## src/rtl/riscv_pipe_pkg.sv

```systemverilog
// Shared types for the pipeline hazard logic: the per-stage shadow slot
// that remembers which register an in-flight instruction will write.
package riscv_pipe_pkg;

    // Widest register address a shadow slot can hold; narrower addresses are zero-extended.
    localparam int REG_AW_MAX = 8;

    typedef struct packed {
        logic                  valid;
        logic [REG_AW_MAX-1:0] rd;
        logic                  regwrite;
        logic                  memread;
    } shadow_slot_t;

    // x0 is hard-wired zero and never carries a dependency.
    localparam logic [REG_AW_MAX-1:0] REG_X0 = '0;

endpackage

```

## src/rtl/pipe_shadow_slot.sv

```systemverilog
// One shadow slot register: loads d_i when enabled, loads an empty slot
// when enabled together with clr_i, holds otherwise.
module pipe_shadow_slot
    import riscv_pipe_pkg::*;
(
    input  logic         clk_i,
    input  logic         rst_i,
    input  logic         en_i,
    input  logic         clr_i,
    input  shadow_slot_t d_i,
    output shadow_slot_t q_o
);

    shadow_slot_t r_slot;

    // Slot register: advances with the pipe, empties on a bubble, clears on reset.
    always_ff @(posedge clk_i or negedge rst_i) begin
        if (!rst_i) begin
            r_slot <= '0;
        end else if (en_i) begin
            r_slot <= clr_i ? shadow_slot_t'('0) : d_i;
        end
    end

    assign q_o = r_slot;

endmodule

```

## src/rtl/hazard_stall_unit.sv

```systemverilog
// Hazard stall unit: shadows the destination of the EX and MEM instructions
// and stalls the ID instruction whenever forwarding cannot supply its operands
// (load-use, or a branch resolved in ID that depends on a recent ALU op/load).
// A data-memory wait freezes the whole pipe and takes priority over a stall.
// Optional build macro HAZARD_PERF_CNT_EN adds a saturating bubble-cycle counter
// on stall_cnt_o (and its width parameter CNT_W).
module hazard_stall_unit
    import riscv_pipe_pkg::*;
#(
    parameter int REG_AW = 5
`ifdef HAZARD_PERF_CNT_EN
    ,
    parameter int CNT_W  = 32
`endif
) (
    input  logic              clk_i,
    input  logic              rst_i,
    input  logic              valid_id_i,
    input  logic [REG_AW-1:0] rs1_addr_id_i,
    input  logic [REG_AW-1:0] rs2_addr_id_i,
    input  logic              use_rs1_id_i,
    input  logic              use_rs2_id_i,
    input  logic              branch_id_i,
    input  logic [REG_AW-1:0] rd_addr_id_i,
    input  logic              regwrite_id_i,
    input  logic              memread_id_i,
    input  logic              mem_busy_i,
    output logic              pc_write_o,
    output logic              ifid_write_o,
    output logic              idex_bubble_o,
    output logic              pipe_freeze_o
`ifdef HAZARD_PERF_CNT_EN
    ,
    output logic [CNT_W-1:0]  stall_cnt_o
`endif
);

    shadow_slot_t          w_id_slot;
    shadow_slot_t          w_ex_slot;
    shadow_slot_t          w_mem_slot;
    logic [REG_AW_MAX-1:0] w_rs1;
    logic [REG_AW_MAX-1:0] w_rs2;
    logic                  w_ex_match;
    logic                  w_mem_match;
    logic                  w_load_use;
    logic                  w_branch_alu;
    logic                  w_branch_ld;
    logic                  w_hazard;
    logic                  w_freeze;
    logic                  w_ex_clr;

    // True when slot s will write a register the ID instruction actually reads.
    function automatic logic slot_match(input shadow_slot_t          s,
                                        input logic [REG_AW_MAX-1:0] rs1,
                                        input logic [REG_AW_MAX-1:0] rs2,
                                        input logic                  use1,
                                        input logic                  use2);
        return s.valid && s.regwrite && (s.rd != REG_X0) &&
               ((use1 && (s.rd == rs1)) || (use2 && (s.rd == rs2)));
    endfunction

    assign w_rs1 = REG_AW_MAX'(rs1_addr_id_i);
    assign w_rs2 = REG_AW_MAX'(rs2_addr_id_i);

    assign w_id_slot.valid    = valid_id_i;
    assign w_id_slot.rd       = REG_AW_MAX'(rd_addr_id_i);
    assign w_id_slot.regwrite = regwrite_id_i;
    assign w_id_slot.memread  = memread_id_i;

    assign w_freeze = mem_busy_i;
    // A bubble or an empty ID stage enters EX as an all-zero slot.
    assign w_ex_clr = idex_bubble_o || !valid_id_i;

    pipe_shadow_slot u_ex_slot (
        .clk_i (clk_i),
        .rst_i (rst_i),
        .en_i  (!w_freeze),
        .clr_i (w_ex_clr),
        .d_i   (w_id_slot),
        .q_o   (w_ex_slot)
    );

    pipe_shadow_slot u_mem_slot (
        .clk_i (clk_i),
        .rst_i (rst_i),
        .en_i  (!w_freeze),
        .clr_i (1'b0),
        .d_i   (w_ex_slot),
        .q_o   (w_mem_slot)
    );

    assign w_ex_match  = slot_match(w_ex_slot,  w_rs1, w_rs2, use_rs1_id_i, use_rs2_id_i);
    assign w_mem_match = slot_match(w_mem_slot, w_rs1, w_rs2, use_rs1_id_i, use_rs2_id_i);

    // Load data is only available after MEM, so an EX load always costs a cycle;
    // an ID branch also needs EX ALU results and MEM load results one cycle later.
    assign w_load_use   = w_ex_match && w_ex_slot.memread;
    assign w_branch_alu = branch_id_i && w_ex_match && !w_ex_slot.memread;
    assign w_branch_ld  = branch_id_i && w_mem_match && w_mem_slot.memread;
    assign w_hazard     = valid_id_i && (w_load_use || w_branch_alu || w_branch_ld);

    assign pipe_freeze_o = w_freeze;

    // Pipeline enables: a memory wait freezes everything, otherwise a hazard stalls front and bubbles EX.
    always_comb begin
        pc_write_o    = 1'b1;
        ifid_write_o  = 1'b1;
        idex_bubble_o = 1'b0;
        if (w_freeze) begin
            pc_write_o   = 1'b0;
            ifid_write_o = 1'b0;
        end else if (w_hazard) begin
            pc_write_o    = 1'b0;
            ifid_write_o  = 1'b0;
            idex_bubble_o = 1'b1;
        end
    end

`ifdef HAZARD_PERF_CNT_EN
    logic [CNT_W-1:0] r_stall_cnt;

    // Count bubble cycles, sticking at all-ones instead of wrapping.
    always_ff @(posedge clk_i or negedge rst_i) begin
        if (!rst_i) begin
            r_stall_cnt <= '0;
        end else if (idex_bubble_o && (r_stall_cnt != {CNT_W{1'b1}})) begin
            r_stall_cnt <= r_stall_cnt + 1'b1;
        end
    end

    assign stall_cnt_o = r_stall_cnt;
`endif

endmodule
```

## config.mk

```make
export PLATFORM = sky130hd
export DESIGN_NAME = hazard_stall_unit
export DESIGN_NICKNAME = d
export VERILOG_FILES = /design/src/rtl/riscv_pipe_pkg.sv /design/src/rtl/pipe_shadow_slot.sv /design/src/rtl/hazard_stall_unit.sv
export SDC_FILE = /design/constraint.sdc
export NUM_CORES = 1
export LEC_CHECK = 0
export BUFFER_PORTS_ARGS = -buffer_cell sky130_fd_sc_hd__buf_2
export CAP_MARGIN = 20
export CORE_MARGIN = 2
export CORE_UTILIZATION = 49
export CTS_CLUSTER_SIZE = 24
export DETAILED_ROUTE_END_ITERATION = 8
export GPL_TIMING_DRIVEN = 0
export PLACE_DENSITY = 0.77
export SKIP_LAST_GASP = 1
export SLEW_MARGIN = 20
export SYNTH_ARGS = -nofsm -noshare
export SYNTH_HDL_FRONTEND = slang
export SYNTH_SLANG_ARGS = --single-unit
export TNS_END_PERCENT = 50
```

## constraint.sdc

```tcl
create_clock -name clk_i -period 2 [get_ports clk_i]
set_clock_uncertainty 0.15 [all_clocks]
set_input_delay 0.3 -clock clk_i [delete_from_list [all_inputs] [get_ports clk_i]]
set_output_delay 0.3 -clock clk_i [all_outputs]
set_load 0.02 [all_outputs]
```

# Word-level counts from Yosys, hierarchy flattened
# Index checks and enable logic that the tools add are counted.
dict set report word_totals {
  regBits 22
  in_bits 24
  output_inout_bits 4
  wordCells 42
}
dict set report op_classes {
  n_eq_ne 4
  n_mux 5
  reduce_logical 25
}
# cell n
set ops {}
lappend ops {{$eq A8 B5 Y1} 4}
lappend ops {{$logic_and A1 B1 Y1} 16}
lappend ops {{$reduce_bool A8 Y1} 2}
lappend ops {{$mux W11} 1}
lappend ops {{$logic_or A1 B1 Y1} 5}
lappend ops {{$mux W1} 4}
lappend ops {{$logic_not A1 Y1} 2}

# Depth between registers and ports, before layout
# Gate-level depths: netlist (run 1).
dict set report depth {
  depth_word 13
  depth_mapped 6
  depth_no_buf 5
}

# Modules after synthesis
# From an unflattened synthesis (run 1), not the netlist that was laid out.
dict set report unflattened {
  cells_unflattened 144
  hier_area_um2 1371.3
}
# module n_inst cells_per_inst area_per_inst_um2 seq_area_each_um2
set modules_own_cells {}
lappend modules_own_cells {pipe_shadow_slot 2 47 515.5 275.3}
lappend modules_own_cells {hazard_stall_unit 1 50 340.3 0.0}

# Least setup slack after synthesis (run 1)
# OpenSTA, ideal clock, no wires.
dict set report synth_path {
  path_kind {flip-flop to output port}
  startpoint {reg u_ex_slot.r_slot, in the netlist u_ex_slot.q_o[6]}
  endpoint {out pc_write_o}
  arrival_ns 1.654
  required_ns 1.550
  setup_slack_ns -0.104
  stages_incl_launch_ff 7
  path_buffers 1
  cell_sequence {dfrtp_1 > xnor2_1 > nand4_1 > o22ai_2 > a22o_2 > a21oi_1 > buf_4}
}
dict set report synth_via {
  elab_chain_cells 11
  elab_cells_between_ends 16
  classes_between {eq/ne: 2; mux: 2; reduce/logical: 12}
}
# element line_no
set synth_lines {}
lappend synth_lines {{start, declared} pipe_shadow_slot.sv:14} ;# shadow_slot_t r_slot;
lappend synth_lines {{start signal, assigned} pipe_shadow_slot.sv:21} ;# r_slot <= clr_i ? shadow_slot_t'('0) : d_i;
lappend synth_lines {{$eq A8 B5 Y1} hazard_stall_unit.sv:59} ;# ((use1 && (s.rd == rs1)) || (use2 && (s.rd == rs2)));
lappend synth_lines {{$logic_and A1 B1 Y1} hazard_stall_unit.sv:59}
lappend synth_lines {{$logic_or A1 B1 Y1} hazard_stall_unit.sv:59}
lappend synth_lines {{$logic_and A1 B1 Y1 *} hazard_stall_unit.sv:58} ;# return s.valid && s.regwrite && (s.rd != REG_X0) &&
lappend synth_lines {{$logic_and A1 B1 Y1 (2 in series)} hazard_stall_unit.sv:98} ;# assign w_branch_alu = branch_id_i && w_ex_match && !w_ex_slot.memread;
lappend synth_lines {{$logic_or A1 B1 Y1 * (2 in series)} hazard_stall_unit.sv:100} ;# assign w_hazard = valid_id_i && (w_load_use || w_branch_alu || w_branch_ld);
lappend synth_lines {{$logic_and A1 B1 Y1 *} hazard_stall_unit.sv:100}
lappend synth_lines {{$mux W1 * (2 in series)} -}
lappend synth_lines {{end, declared} hazard_stall_unit.sv:28} ;# output logic pc_write_o,
# Mark *: on every way between the ends. The rest lies on a longest branch, timed or not.

# Worst setup path after layout (run 1)
dict set report layout_path {
  startpoint {reg u_mem_slot.r_slot, in the netlist u_mem_slot.q_o[3]}
  endpoint {out pc_write_o}
}
dict set report layout_via {
  elab_chain_cells 10
  elab_cells_between_ends 14
  classes_between {eq/ne: 2; mux: 2; reduce/logical: 10}
}
# element line_no
set layout_lines {}
lappend layout_lines {{start, declared} pipe_shadow_slot.sv:14}
lappend layout_lines {{start signal, assigned} pipe_shadow_slot.sv:21}
lappend layout_lines {{$eq A8 B5 Y1} hazard_stall_unit.sv:59}
lappend layout_lines {{$logic_and A1 B1 Y1} hazard_stall_unit.sv:59}
lappend layout_lines {{$logic_or A1 B1 Y1} hazard_stall_unit.sv:59}
lappend layout_lines {{$logic_and A1 B1 Y1 *} hazard_stall_unit.sv:58}
lappend layout_lines {{$logic_and A1 B1 Y1 * (2 in series)} hazard_stall_unit.sv:99} ;# assign w_branch_ld = branch_id_i && w_mem_match && w_mem_slot.memread;
lappend layout_lines {{$logic_or A1 B1 Y1 *} hazard_stall_unit.sv:100}
lappend layout_lines {{$logic_and A1 B1 Y1 *} hazard_stall_unit.sv:100}
lappend layout_lines {{$mux W1 *} hazard_stall_unit.sv:112} ;# end else if (w_hazard) begin
lappend layout_lines {{$mux W1 *} hazard_stall_unit.sv:109} ;# if (w_freeze) begin
# Marked as above.

==> metrics, run 1 <==
tightest hold margin 0.1186 ns; worst max-slew margin expressed relative to the limit 68.99%; highest ir drop seen on vdd 0.3814 mV; crit path capture type output pin; area fraction of the dominant cell type after synthesis 43.18%; CP top delay family compound AO/OA/AOI/OAI gates; placed wire-length estimate after detailed placement 1470 µm; synthesized instance count 80; CTS tree built; post-synthesis net count 104; Place WS -0.08222 ns; portion of the post-synthesis area used by sequential elements 43.18%; first-pass GRT wire length 3263 µm; clock-pin slew of the registers on the worst-case setup and hold paths 0.08 ns; Yosys warning count 0; clock insertion delay at the later pin of the skew report 0.27 ns; gpl congestion 0.7277; drt wl/cell 14.78 µm; post-route fraction of the period consumed by the critical path 110.1%; number of H-tree levels 1; result of the run finished with violations; classification of the worst setup path flop to output pin; Area contributors post-synth sky130_fd_sc_hd__dfrtp_1, sky130_fd_sc_hd__xnor2_1, sky130_fd_sc_hd__mux2_2, sky130_fd_sc_hd__a32o_1, sky130_fd_sc_hd__nand4_1; setup slack on the worst flop-to-flop path 0.23 ns; number of inserted diodes 0; number of synthesized flops with an enable pin 0; Final Instance Area 0.001199 mm²; maximum operating frequency 454.3 MHz; core footprint 0.001745 mm²; RSZ-0062 raised after global routing yes; list of most frequent post-synthesis cells sky130_fd_sc_hd__xnor2_1, sky130_fd_sc_hd__dfrtp_1, sky130_fd_sc_hd__mux2_2; pin slew with the least headroom to its limit 0.4652 ns; number of remaining DRC errors 0; vias in the first global route 769; starting utilization of the core area 53.12%; Detail Route Antenna Nets 0; Worst Path Buf+Inv 2; fraction of layout instances using a drive strength above 1 51.75%; pin count of the biggest net entering global routing 17; First-pass DRT Iterations 4; CP Data Required Time 1.55 ns; Pwr Density 619.7 mW/mm²; Lkg Pwr 0.5359 nW; initial antenna violation count 0; class of the worst hold path primary input to flop; layout-stage area growth over the synthesis result 29.28%; die height 47.50 µm; standard-cell row count 15; sink count of the clock tree 16; ratio of routed vias to standard cells 5.324; time the worst path needs with I/O delays and setup 2.201 ns; number of buffers on the longest clock path 2; number of flip-flops and latches in the synthesized netlist 16; fin worst setup slack -0.2014 ns; wire length reported by the detailed router 2054 µm; maxcap violations 0; Final Hold Vio Count 0; Die X-Extent 47.50 µm; total global routing overflow 0; vias 740; sequence of cells on the critical path xnor2_1 -> nand4_1 -> o22ai_2 -> a22o_2 -> a21oi_2 -> buf_4 -> buf_6; nets@finish 140; most frequent cell after synthesis sky130_fd_sc_hd__xnor2_1; IO Port Bufs 26; largest area contributor in the netlist sky130_fd_sc_hd__dfrtp_1; post-placement cell area 0.001092 mm²; highest fanout seen on the critical path 4; leading register cell type out of synthesis sky130_fd_sc_hd__dfrtp_1; number of CTS-inserted buffers 3; Mapped Area 927.1 µm²; number of setup violations in the final report 3; CP max-delay cell sky130_fd_sc_hd__dfrtp_1; number of different library cells in the post-synthesis netlist 22; area of the die 0.002256 mm²; highest cell delay on the worst timing path 0.45 ns; fraction of synthesis flops using an asynchronous set or reset pin 100.0%; overall power of the completed layout 0.0007428 W; detailed router's first-iteration violation count 13; final cell utilization of the core 68.67%; violations in the final reports setup timing; IO Pins 28; CTS Root Cell sky130_fd_sc_hd__clkbuf_4; post-synthesis average cell area 11.59 µm²; data arrival time of the critical path 1.75 ns; overall routing resource usage 20.72%; max-slew violation count 0; launching element type of the critical path flop
where the power goes:
part,switching [W],total [W],internal [W]
Sequential,0.0000411,0.000397,0.000356
Clock,0.0000887,0.000158,0.0000697
Combinational,0.0000790,0.000187,0.000108
layout by cell type (no fill, tap or decap), drive strengths merged:
cell and instances:
a21oi 3, a22o 2, a22oi 1, a32o 7, and2 1, buf 34, clkbuf 4, dfrtp 16
dlygate4sd3 1, mux2 8, nand2 4, nand4 5, nor2 2, nor2b 1, nor3 2, o211ai 1
o22ai 2, xnor2 20
path summary, 6_finish.rpt:
path,endpoint,start,depth (start not counted)
max in group asynchronous,u_ex_slot.q_o[3],rst_i,2
setup reg to reg,u_ex_slot.q_o[5],u_mem_slot.q_o[3],6
min in group asynchronous,u_mem_slot.q_o[1],rst_i,2
hold reg to reg,u_mem_slot.q_o[10],u_mem_slot.q_o[10],1
hold / removal,u_ex_slot.q_o[1],regwrite_id_i,2
setup / recovery,pc_write_o,u_mem_slot.q_o[3],7
cells by family (layout without fill, tap and decap cells):
| kind of cell | after synthesis | in the layout | share of synthesized area (%) |
|---|---|---|---|
| flip-flops | 16 | 16 | 43.18 |
| AND/OR/NAND/NOR | 15 | 15 | 8.907 |
| AO/OA/AOI/OAI | 16 | 16 | 16.33 |
| XOR/XNOR | 20 | 20 | 18.89 |
| multiplexers | 8 | 8 | 9.717 |
| buffers and inverters | 5 | 39 | 2.967 |
metal layers:
metal / vias to the layer above / track usage, % / part of all wire [%]
met1: 356 / 26.33 / 41
met3: 0 / 2.642 / 4.7
met4: 0 / 5.556 / 0
met2: 20 / 37.03 / 55
li1: 364 / - / -
met5: - / 0 / 0
state kept, by name, summed over array words and instances, names as in the netlist:
name	cells
u_ex_slot.q_o	8
u_mem_slot.q_o	8
what timing repair did:
action	4_1_cts	5_1_grt
endpoints found under the setup margin	3	3
pin swaps	7	0
hold buffers	1	0
hold endpoints to repair	16	0
setup buffers	4	0
resized for setup	9	3
cell type report:
| class | count | area [µm²] |
|---|---|---|
| repair buffers | 31 | 176.4 |
| flip-flops and latches | 16 | 406.6 |
| well taps | 25 | 31.28 |
| plain buffers | 5 | 27.53 |
| multi-input cells | 59 | 534.3 |
| fillers | 140 | 546.8 |
| clock buffers | 3 | 22.52 |
through the flow:
step           cells  TNS (ns)
6_report         139   -0.4950
5_1_grt          139   -0.6794
4_1_cts          139   -0.4943
3_5_place_dp     131   -0.1119
3_3_place_gp     131   -0.1046
2_1_floorplan     80         0
Note: power is estimated with default switching activity, not from simulation.
==> run 2, diff against run 1 <==
--- a/config.mk
+++ b/config.mk
@@ -12,7 +12,7 @@
 export CTS_CLUSTER_SIZE = 24
 export DETAILED_ROUTE_END_ITERATION = 8
 export GPL_TIMING_DRIVEN = 0
-export PLACE_DENSITY = 0.77
+export PLACE_DENSITY = 0.84
 export SKIP_LAST_GASP = 1
 export SLEW_MARGIN = 20
 export SYNTH_ARGS = -nofsm -noshare
==> metrics, run 2 (synthesis results as in run 1) <==
result of the run finished with violations (unchanged); violations in the final reports setup timing (unchanged); vias 785 (was 740); max-slew violation count 0 (unchanged); clock insertion delay at the later pin of the skew report 0.29 ns (was 0.27 ns); core footprint 0.001745 mm² (unchanged); Worst Path Buf+Inv 2 (unchanged); drt wl/cell 15.51 µm (was 14.78 µm); CTS tree built (unchanged); CP max-delay cell sky130_fd_sc_hd__dfrtp_2 (was sky130_fd_sc_hd__dfrtp_1); time the worst path needs with I/O delays and setup 2.235 ns (was 2.201 ns); Die X-Extent 47.50 µm (unchanged); clock-pin slew of the registers on the worst-case setup and hold paths 0.08 ns (about the same); starting utilization of the core area 53.12% (unchanged); Final Hold Vio Count 0 (unchanged); number of filler instances in the final layout 142 (was 140); commonest cells after routing, fill and taps aside sky130_fd_sc_hd__buf_2, sky130_fd_sc_hd__xnor2_1, sky130_fd_sc_hd__dfrtp_1, sky130_fd_sc_hd__mux2_2, sky130_fd_sc_hd__a32o_1 (unchanged); pin slew with the least headroom to its limit 0.4851 ns (was 0.4652 ns); CP top delay family flip-flops (was compound AO/OA/AOI/OAI gates); worst max-slew margin expressed relative to the limit 67.66% (was 68.99%); layout-stage area growth over the synthesis result 30.63% (was 29.28%); placed wire-length estimate after detailed placement 1597 µm (was 1470 µm); first-pass GRT wire length 3263 µm (unchanged); fraction of layout instances using a drive strength above 1 53.10% (was 51.75%); maximum operating frequency 447.4 MHz (was 454.3 MHz); gpl congestion 0.7327 (was 0.7277); fin worst setup slack -0.2353 ns (was -0.2014 ns); wire length reported by the detailed router 2141 µm (was 2054 µm); number of buffers on the longest clock path 2 (unchanged); highest cell delay on the worst timing path 0.48 ns (was 0.45 ns); IO Pins 28 (unchanged); CP Data Required Time 1.55 ns (about the same); Detail Route Antenna Nets 0 (unchanged); area of the die 0.002256 mm² (unchanged); number of H-tree levels 1 (unchanged); most common library cell in the layout ignoring fill and taps sky130_fd_sc_hd__buf_2 (unchanged); final cell utilization of the core 69.39% (was 68.67%); number of setup violations in the final report 3 (unchanged); number of cells traversed by the worst hold path 2 (unchanged); CTS Root Cell sky130_fd_sc_hd__clkbuf_4 (unchanged); total global routing overflow 0 (unchanged); Reg2Reg Depth 6 (unchanged); non-filler cells, final 138 (was 139); ratio of routed vias to standard cells 5.688 (was 5.324); IO Port Bufs 26 (unchanged); path length in cells of the critical path 7 (unchanged); data arrival time of the critical path 1.79 ns (was 1.75 ns); Place WS -0.1148 ns (was -0.08222 ns); overall routing resource usage 21.10% (was 20.72%); die height 47.50 µm (unchanged); classification of the worst setup path flop to output pin (unchanged); Pwr Density 625.2 mW/mm² (was 619.7 mW/mm²); Lkg Pwr 0.5465 nW (was 0.5359 nW); number of remaining DRC errors 0 (unchanged); initial antenna violation count 0 (unchanged); highest fanout seen on the critical path 5 (was 4); post-route fraction of the period consumed by the critical path 111.8% (was 110.1%); sink count of the clock tree 16 (unchanged); crit path capture type output pin (unchanged); standard-cell row count 15 (unchanged); vias in the first global route 806 (was 769); detailed router's first-iteration violation count 7 (was 13); highest ir drop seen on vdd 0.4477 mV (was 0.3814 mV); placed insts 131 (unchanged); First-pass DRT Iterations 4 (unchanged); sequence of cells on the critical path xnor2_2 -> nand4_2 -> o22ai_2 -> a22o_2 -> a21oi_2 -> buf_4 -> buf_6 (was xnor2_1 -> nand4_1 -> o22ai_2 -> a22o_2 -> a21oi_2 -> buf_4 -> buf_6); pin count of the biggest net entering global routing 17 (unchanged); class of the worst hold path primary input to flop (unchanged); maxcap violations 0 (unchanged); overall power of the completed layout 0.0007572 W (was 0.0007428 W); RSZ-0062 raised after global routing yes (unchanged); number of inserted diodes 0 (unchanged); nets@finish 139 (was 140); launching element type of the critical path flop (unchanged); number of CTS-inserted buffers 3 (unchanged)
==> run 2: per-layer routing <==
metal	GRT usage [%]	vias to the layer above	share of wire (%)
met4	8.333	0	1.8
met2	40.27	26	54
li1	-	365	-
met5	0	-	0
met1	23.37	389	39
met3	2.642	5	5.0
==> run 2: final timing paths <==
path,startpoint,endpoint,slack (ns)
setup / recovery,u_ex_slot.q_o[3],pc_write_o,-0.24
hold / removal,memread_id_i,u_ex_slot.q_o[0],0.10
setup reg to reg,u_ex_slot.q_o[3],u_ex_slot.q_o[1],0.23
hold reg to reg,u_mem_slot.q_o[0],u_mem_slot.q_o[0],0.37
max in group asynchronous,rst_i,u_ex_slot.q_o[4],1.13
min in group asynchronous,rst_i,u_ex_slot.q_o[0],0.29
==> run 2: cell type report <==
| cell class | count | area [µm²] | share of cell area (%) |
|---|---|---|---|
| plain buffers | 5 | 27.53 | 2.273 |
| clock buffers | 3 | 22.52 | 1.860 |
| multi-input cells | 59 | 555.5 | 45.87 |
| flip-flops and latches | 16 | 405.4 | 33.47 |
| well taps | 25 | 31.28 | 2.583 |
| repair buffers | 30 | 168.9 | 13.95 |
==> run 2: worst reg2reg max path, stage by stage, from the launching register on <==
cell	delay [ns]
sky130_fd_sc_hd__dfrtp_2	0.48
sky130_fd_sc_hd__xnor2_2	0.20
sky130_fd_sc_hd__nand4_2	0.14
sky130_fd_sc_hd__o22ai_2	0.16
sky130_fd_sc_hd__buf_4	0.14
sky130_fd_sc_hd__a22oi_4	0.10
sky130_fd_sc_hd__a32o_1	0.28
==> run 2: repair_timing <==
action,in CTS,in global routing
endpoints found under the setup margin,3,3
pin swaps,6,1
hold endpoints to repair,16,0
buffers inserted,3,0
hold buffers,1,0
resized for setup,10,4
==> run 2: metrics by stage <==
step | hold slack [ns] | area (µm²) | setup TNS (ns)
after floorplan | -0.1456 | 930.9 | 0
after global placement | 0.07212 | 1092 | -0.04025
after detailed placement | 0.07761 | 1092 | -0.1566
after CTS | 0.1108 | 1187 | -0.5251
after global routing | 0.1052 | 1211 | -0.8279
final | 0.1003 | 1211 | -0.6171
==> run 2: where the power goes <==
part | total, W | leakage [nW] | switching [W] | internal, W
logic | 0.000191 | 0.331 | 0.0000812 | 0.000110
clock network | 0.000168 | 0.0138 | 0.0000976 | 0.0000702
registers | 0.000398 | 0.201 | 0.0000423 | 0.000356
